**src/rtl/keypad_entry_if.sv**
```systemverilog
// Signal bundle between the keypad scanner side and the operand-entry
// sequencer. The master side drives the key register and its ready flag.
// The slave side (keypad_entry) drives the ALU and display outputs.
interface keypad_entry_if;
  logic [3:0] key_code;
  logic       key_ready;
  logic [7:0] op_a;
  logic [7:0] op_b;
  logic [1:0] opcode;
  logic       start;
  logic [7:0] disp_value;
  logic [1:0] phase;

  modport master (
    output key_code,
    output key_ready,
    input  op_a,
    input  op_b,
    input  opcode,
    input  start,
    input  disp_value,
    input  phase
  );

  modport slave (
    input  key_code,
    input  key_ready,
    output op_a,
    output op_b,
    output opcode,
    output start,
    output disp_value,
    output phase
  );
endinterface

```
**src/rtl/keypad_entry.sv**
```systemverilog
// Operand-entry sequencer: turns scanner key presses into single events,
// accumulates two decimal operands, selects the ALU operation and pulses
// start when '#' is pressed in ENTER_B.
//
// state   | meaning
// --------+------------------------------------------------------------
// ENTER_A | editing operand A; display shows op_a
// ENTER_B | operator chosen, editing operand B; display shows op_b
// DONE    | operation issued; operands and opcode frozen for the ALU
module keypad_entry #(
  parameter int MAX_VAL = 255
) (
  input  logic          clk,
  input  logic          rst_n,
  keypad_entry_if.slave kp
);

  typedef enum logic [1:0] {
    ENTER_A = 2'b00,
    ENTER_B = 2'b01,
    DONE    = 2'b10
  } state_t;

  localparam logic [11:0] MAX12 = 12'(MAX_VAL);

  state_t      state_q, state_n;
  logic        rdy_q;
  logic        pend;
  logic        evt;
  logic [7:0]  op_a_q, op_a_n;
  logic [7:0]  op_b_q, op_b_n;
  logic [1:0]  opcode_q, opcode_n;
  logic        start_q, start_n;
  logic [7:0]  disp_q, disp_n;
  logic        is_digit, is_op, is_eq, is_clr;
  logic [1:0]  opc_key;
  logic [7:0]  cur_val;
  logic [11:0] acc;
  logic        acc_ok;
  logic        digit_ok;

  // The key register lags the ready flag by a cycle, so the code is only
  // trusted one cycle after the rise, and only if ready is still high.
  assign evt = pend & kp.key_ready;

  assign is_digit = (kp.key_code < 4'd10);
  assign is_op    = (kp.key_code >= 4'd10) && (kp.key_code <= 4'd13);
  assign is_eq    = (kp.key_code == 4'd14);
  assign is_clr   = (kp.key_code == 4'd15);

  // A=10 -> 00, B=11 -> 01, C=12 -> 10, D=13 -> 11.
  assign opc_key = kp.key_code[1:0] ^ 2'b10;

  // Accumulate in 12 bits: 255*10+9 fits, so overflow is a plain compare.
  assign cur_val  = (state_q == ENTER_B) ? op_b_q : op_a_q;
  assign acc      = ({4'd0, cur_val} * 12'd10) + {8'd0, kp.key_code};
  assign acc_ok   = (acc <= MAX12);
  assign digit_ok = ({8'd0, kp.key_code} <= MAX12);

  // Press detection: rdy_q starts high so a key held through reset is ignored.
  always_ff @(posedge clk or negedge rst_n) begin
    if (!rst_n) begin
      rdy_q <= 1'b1;
      pend  <= 1'b0;
    end else begin
      rdy_q <= kp.key_ready;
      pend  <= ~pend & kp.key_ready & ~rdy_q;
    end
  end

  // State and registered outputs.
  always_ff @(posedge clk or negedge rst_n) begin
    if (!rst_n) begin
      state_q  <= ENTER_A;
      op_a_q   <= 8'd0;
      op_b_q   <= 8'd0;
      opcode_q <= 2'b00;
      start_q  <= 1'b0;
      disp_q   <= 8'd0;
    end else begin
      state_q  <= state_n;
      op_a_q   <= op_a_n;
      op_b_q   <= op_b_n;
      opcode_q <= opcode_n;
      start_q  <= start_n;
      disp_q   <= disp_n;
    end
  end

  // Next-state and next-output decode for one accepted key event.
  always_comb begin
    state_n  = state_q;
    op_a_n   = op_a_q;
    op_b_n   = op_b_q;
    opcode_n = opcode_q;
    start_n  = 1'b0;

    if (evt) begin
      if (is_clr) begin
        state_n  = ENTER_A;
        op_a_n   = 8'd0;
        op_b_n   = 8'd0;
        opcode_n = 2'b00;
      end else begin
        case (state_q)
          ENTER_A: begin
            if (is_digit && acc_ok) begin
              op_a_n = acc[7:0];
            end else if (is_op) begin
              opcode_n = opc_key;
              op_b_n   = 8'd0;
              state_n  = ENTER_B;
            end
          end
          ENTER_B: begin
            if (is_digit && acc_ok) begin
              op_b_n = acc[7:0];
            end else if (is_op) begin
              opcode_n = opc_key;
            end else if (is_eq) begin
              state_n = DONE;
              start_n = 1'b1;
            end
          end
          DONE: begin
            // A digit after a result starts a fresh entry with that digit.
            if (is_digit) begin
              op_a_n  = digit_ok ? {4'd0, kp.key_code} : 8'd0;
              op_b_n  = 8'd0;
              state_n = ENTER_A;
            end
          end
          default: begin
            state_n  = ENTER_A;
            op_a_n   = 8'd0;
            op_b_n   = 8'd0;
            opcode_n = 2'b00;
          end
        endcase
      end
    end

    disp_n = (state_n == ENTER_A) ? op_a_n : op_b_n;
  end

  assign kp.op_a       = op_a_q;
  assign kp.op_b       = op_b_q;
  assign kp.opcode     = opcode_q;
  assign kp.start      = start_q;
  assign kp.disp_value = disp_q;
  assign kp.phase      = state_q;

endmodule

```
**src/flat_wrapper.sv**
```systemverilog
// flat-port wrapper written by rule: the top's interface ports become plain ports
module keypad_entry_flat 
#(
  parameter int MAX_VAL = 255
)
  (clk, rst_n, kp_key_code, kp_key_ready, kp_op_a, kp_op_b, kp_opcode, kp_start, kp_disp_value, kp_phase);
  keypad_entry_if kp_i ();
  input  logic clk;
  input  logic rst_n;
  input wire logic [$bits(kp_i.key_code)-1:0] kp_key_code;
  input wire logic [$bits(kp_i.key_ready)-1:0] kp_key_ready;
  output wire logic [$bits(kp_i.op_a)-1:0] kp_op_a;
  output wire logic [$bits(kp_i.op_b)-1:0] kp_op_b;
  output wire logic [$bits(kp_i.opcode)-1:0] kp_opcode;
  output wire logic [$bits(kp_i.start)-1:0] kp_start;
  output wire logic [$bits(kp_i.disp_value)-1:0] kp_disp_value;
  output wire logic [$bits(kp_i.phase)-1:0] kp_phase;
  assign kp_i.key_code = kp_key_code;
  assign kp_i.key_ready = kp_key_ready;
  assign kp_op_a = kp_i.op_a;
  assign kp_op_b = kp_i.op_b;
  assign kp_opcode = kp_i.opcode;
  assign kp_start = kp_i.start;
  assign kp_disp_value = kp_i.disp_value;
  assign kp_phase = kp_i.phase;
  keypad_entry #(.MAX_VAL(MAX_VAL)) u_core (.clk(clk), .rst_n(rst_n), .kp(kp_i));
endmodule
```
**config.mk**
```make
export PLATFORM = sky130hd
export DESIGN_NAME = keypad_entry_flat
export DESIGN_NICKNAME = d
export VERILOG_FILES = /design/src/rtl/keypad_entry_if.sv /design/src/rtl/keypad_entry.sv /design/src/flat_wrapper.sv
export SDC_FILE = /design/constraint.sdc
export NUM_CORES = 1
export LEC_CHECK = 0
export CAP_MARGIN = 5
export CORE_AREA = 2 2 97 61
export CTS_CLUSTER_SIZE = 16
export DETAILED_ROUTE_END_ITERATION = 8
export DIE_AREA = 0 0 99 63
export PLACE_DENSITY = 0.67
export SLEW_MARGIN = 0
export SYNTH_ARGS = -nofsm -noshare
export SYNTH_HDL_FRONTEND = slang
export SYNTH_SLANG_ARGS = --single-unit
```
**constraint.sdc**
```tcl
create_clock -name clk -period 4.97 [get_ports clk]
set_input_delay 1.2425 -clock clk [delete_from_list [all_inputs] [get_ports clk]]
set_output_delay 1.2425 -clock clk [all_outputs]
set_load 0.01 [all_outputs]
```
; ---- After elaboration in Yosys (flattened, before gate mapping)
; Index checks and enable logic that the tools add are counted.
[op_classes]
addsub = 1
multipliers = 1
order_cmp = 4
eq_ne = 7
n_mux = 33
bitwise = 6
reduce_logical = 6
[ops]
columns = operator, n
row1 = 8-bit 2-to-1 mux, 12
row2 = 8-bit case mux with 3 select lines, 2
row3 = 2-bit 2-to-1 mux, 11
row4 = 12-bit by 4-bit adder with 12-bit output, 1
row5 = 12-bit by 8-bit less-or-equal comparator with 1-bit output (second input constant), 1
row6 = 8-bit by 3-bit multiplier with 11-bit output (second input constant), 1
row7 = 4-bit == test (second input constant), 2
row8 = 1-bit 2-to-1 mux, 6
row9 = 2-bit case mux with 3 select lines, 1
row10 = 4-bit greater-or-equal comparator (second input constant), 1
row11 = 4-bit less-or-equal comparator (second input constant), 1
row12 = 2-bit logical NOT, 2
row13 = 4-bit < comparator (second input constant), 1
row14 = 2-bit case mux with 2 select lines, 1
row15 = 4-bit AND reduction, 1
row16 = 1-bit AND, 3
row17 = 3-bit by 1-bit inequality test with 1-bit output (second input constant), 1
row18 = 3-bit by 2-bit inequality test with 1-bit output (second input constant), 1
row19 = 1-bit inverter, 3
row20 = 2-bit by 1-bit == test with 1-bit output (second input constant), 1
row21 = 2-bit == test (second input constant), 1
row22 = 1-bit logical AND, 2
row23 = 2-bit by 1-bit inequality test with 1-bit output (second input constant), 1
row24 = 2-bit OR reduction, 1
[word_totals]
reg_bits = 31
inputBits = 7
output_inout_bits = 29

; ---- Longest topological paths before layout
[depth]
ltp_word = 12
depth_mapped = 17
mapped_depth_nobuf = 14

; ---- Worst setup path before layout
; No wires, ideal clock.
[synth_path]
path_type = register to register
from = reg u_core.state_q[1] (netlist: u_core.kp.phase[1])
to = reg u_core.disp_q[4] (netlist: u_core.kp.disp_value[4])
t_arrival_ns = 3.724
t_required_ns = 4.845
slack_ns = 1.121
path_stages_with_launch = 16
path_buffers = 1
cell_sequence = dfrtp_1 nor2b_1 clkbuf_1 nor2_1 a21o_1 ha_1 ha_1 inv_1 fa_1 nand2b_1 and4bb_2 nand4_1 mux2_4 o31a_1 o21bai_4 mux2_2
[synth_between]
word_cells_on_any_way = 28
cone_classes = add/sub: 1 / mul: 1 / order compare: 1 / eq/ne: 2 / mux: 20 / reduce/logical: 3
[synth_lines]
columns = item, line_no
row1 = "start, declared", keypad_entry.sv:26  ; state_t state_q, state_n;
row2 = "start signal, assigned", keypad_entry.sv:81  ; state_q <= state_n;
row3 = 2-bit by 1-bit == test with 1-bit output, "keypad_entry.sv:55, keypad_entry.sv:105"
row4 = 8-bit 2-to-1 mux, keypad_entry.sv:55  ; assign cur_val = (state_q == ENTER_B) ? op_b_q : op_a_q;
row5 = 8-bit by 3-bit multiplier with 11-bit output, keypad_entry.sv:56  ; assign acc = ({4'd0, cur_val} * 12'd10) + {8'd0, kp.key_code};
row6 = 12-bit by 4-bit adder with 12-bit output, keypad_entry.sv:56
row7 = 12-bit by 8-bit less-or-equal comparator with 1-bit output, keypad_entry.sv:57  ; assign acc_ok = (acc <= MAX12);
row8 = 1-bit logical AND, keypad_entry.sv:107  ; if (is_digit && acc_ok) begin
row9 = 8-bit 2-to-1 mux, keypad_entry.sv:107
row10 = 8-bit case mux with 3 select lines (*), keypad_entry.sv:105  ; case (state_q)
row11 = 8-bit 2-to-1 mux (*), keypad_entry.sv:99  ; if (is_clr) begin
row12 = 8-bit 2-to-1 mux (*), keypad_entry.sv:98  ; if (evt) begin
row13 = named net u_core.op_a_n[4], keypad_entry.sv:30  ; logic [7:0] op_a_q, op_a_n;
row14 = 8-bit 2-to-1 mux (*), keypad_entry.sv:143  ; disp_n = (state_n == ENTER_A) ? op_a_n : op_b_n;
row15 = named net u_core.disp_n[4], keypad_entry.sv:34  ; logic [7:0] disp_q, disp_n;
row16 = "end signal, assigned", keypad_entry.sv:86  ; disp_q <= disp_n;
row17 = "end, declared", keypad_entry.sv:34
; The timed path passes the listed nets; every way through them passes the cells marked *.
; A chain may end at the register's enable or synchronous reset.

; ---- Final worst setup path
[layout_path]
from = reg u_core.state_q[0] (netlist: u_core.kp.phase[0])
to = reg u_core.disp_q[3] (netlist: u_core.kp.disp_value[3])
; Same word-level chain as after synthesis.

==> metrics.txt <==
post-layout min period=roughly 4.2 ns; CTS tree=done; Synth Flop Type=dfrtp_1; Rows=21; Max Cap Viol=0; max-slew headroom at the worst pin=43.5%; Hold Crit Class=flop to flop; Horiz. Die Dim=a little under 100 µm; most common cell after layout, fill and taps aside=nand2_1; Synth top area share=a little under a third; TritonCTS Buffers=5; Post-Syn Area=0.00235 mm²; Worst path depth=15; die height=63 µm; CP Buf/Inv Count=2; Final setup viols=0; sequential share of power=~27%; DR iter-0 viols=about 190; syn_nets=298; Mapped Cells=approximately 270; switching portion of total power=roughly 43%; WHS=approximately 0.50 ns; VDD IR max=around 250 µV; Critical R2R Capture=u_core.kp.disp_value[3]; Worst setup endpoint=u_core.kp.disp_value[3]; status=complete, no violations; post-CTS resize count=0; DRC=0; Worst Hold Launch=u_core.pend; slew at the pin closest to its max-slew limit=between 0.8 and 0.9 ns; Post-CTS Setup Inserts=0; Distinct cells, synth=60; clock sink count=31; Tot GR Track Use=22.7%; WL/cell=between 15 and 20 µm; H-tree depth=2; Max Root-Sink Buffers=2; P_int=between 0.7 and 0.8 mW; Worst Path Arrival=around 4.4 ns; Worst R2R Path Depth=15; area grow syn2layout=23.5%; asr flop ratio synth=100%; die footprint=around 0.0062 mm²; drt total wl=6.93 mm; slowest stage cell, crit path=o21ai_0; clock group share of total power=~15%; worst-path cell chain=nor2b_1 > buf_4 > nor2_1 > a21o_1 > ha_1 > ha_1 > inv_1 > fa_1 > nand2b_1 > o2bb2ai_1 > and3_1 > o21ai_0 > o31ai_1 > a31oi_1 > a2bb2oi_1; leakage power total=~1.3 nW; Initial Util=43.6%; number of global-route vias before repair=around 2200; Hold Violations, Final=0; largest net degree at the start of global routing=32; Sw Pwr=0.609 mW; CP Launch Point=u_core.kp.phase[0]; via count=between 2000 and 2500; fin area=between 0.002 and 0.003 mm²; combinational group share of total power=about three fifths; core area=0.00539 mm²; RD Place Congestion=0.968; critical-path maximum fanout=14; Crit path required time=a little over 5 ns; DP Wirelength=5.09 mm; flop-to-flop setup slack=around 0.77 ns; Crit path largest cell delay=between 0.6 and 0.7 ns; drt via density=6.18; fin. max-slew vios=0; CP dominant cell by count=ha_1; first-pass GRT wire length=approximately 11 mm; ranking of synthesized cells by area=dfrtp_1, ha_1, nand2_1; register area share after synthesis=33.1%; final antenna diode count=0; EDFF count, synth=0; PD cells=485 mW/mm²; area leader, netlist=dfrtp_1; number of buffers added on ports=35; Final #Nets=between 300 and 400; # hold bufs at CTS=0; Root Buffer=clkbuf_8; grt ovf=0; DR pass1 iterations=5; Setup TNS=0 ns; Yosys warning total=0; RSZ-0062 raised after global routing=false; Design Power=1.41 mW; most frequent cells in the layout=nand2_1, clkdlybuf4s50_1, dfrtp_1; I/O Pins=36; fin crit share=~85%; RR Startpoint=u_core.kp.phase[0]; Mapped Avg Cell Area=approximately 8.6 µm²; WS Path Type=flop to flop; clock slew at reported path FFs=roughly 0.070 ns; Top delay family on crit path=compound AO/OA/AOI/OAI gates; Clock Skews=around 0.0045 ns; layout cells sized above 1=about an eighth; Skew-Pair Late Insertion Delay=between 0.2 and 0.3 ns; critical path launch point type=flop; Fmax achieved=238 MHz; Critical Path End Type=flop; Detail Route Antenna Nets=0; antenna violations before repair=0; Yosys reg bits=31; Area after DPL=between 0.002 and 0.003 mm²
-- metrics by stage --
stage	utilization, %	setup WS (ns)	cells
5_1_grt	53.8	0.511	383
6_report	53.8	0.767	383
2_1_floorplan	-	1.12	274
3_3_place_gp	52.1	0.859	375
3_5_place_dp	52.1	0.882	375
4_1_cts	53.8	0.866	383
-- cells in the mapped netlist (3+ instances only) --
cell type  number
dfrtp_1        30
a21oi_1        21
a2bb2oi_1       5
ha_1           15
nand3_1        10
o211ai_1        3
nand4_1         7
xnor2_1         5
and3_1          3
a21o_1          4
mux2_2          3
inv_1          17
nor3_1          3
nor2_1         10
a31oi_1         6
o21ai_0        21
nand2_1        39
nand2b_1        4
o21a_1          3
clkbuf_1       11
nor2b_1         3
-- per-layer routing --
metal  wire (µm)  part of all wire [%]  track usage (%)  vias up
met4          81                   1.2             4.62        0
met3         666                   9.6             6.94       11
li1            -                     -                -     1082
met1        3380                    49             34.3     1143
met5           0                     0                0        -
met2        2810                    40             31.6      130
-- sequential cells by signal, summed over array words and instances, names as in the netlist --
name / flops
u_core.kp.op_a: 8
u_core.kp.op_b: 8
u_core.rdy_q: 1
u_core.kp.phase: 2
u_core.pend: 1
u_core.kp.opcode: 2
u_core.kp.disp_value: 8
u_core.kp.start: 1
-- area by class of cell --
cell class | instances | area, µm²
multi-input combinational | 211 | 1440
tap | 69 | 86.3
clock buffer | 7 | 86.3
inverter | 17 | 63.8
timing repair buffer | 47 | 440
sequential | 31 | 777
fill | 481 | 2490
clock inverter | 1 | 5.00
-- how the worst min path moves through the flow --
stage | to | cells after the start
4_1_cts | u_core.pend | 1
6_report | u_core.pend | 1
3_3_place_gp | u_core.pend | 1
3_5_place_dp | u_core.pend | 1
2_1_floorplan | u_core.pend | 1
5_1_grt | u_core.pend | 1
-- power groups by stage --
stage               clock (mW)  sequential (mW)  combinational [mW]
finish                   0.205            0.377               0.824
global route             0.221            0.385               0.898
CTS                      0.209            0.376               0.812
detailed placement           0            0.379               0.807
global placement             0            0.381               0.803
floorplan                    0            0.398               0.483
-- cell families after synthesis --
group	after synthesis	synth area share, %
AOI/OAI and AO/OA	90	26.0
xor gates and xnor gates	7	2.61
adders and majority gates	17	9.70
buffers and inverters	32	5.54
DFF	31	33.1
muxes	7	3.52
and+or+nand+nor	90	19.6
Note: power is estimated with default switching activity, not from simulation.
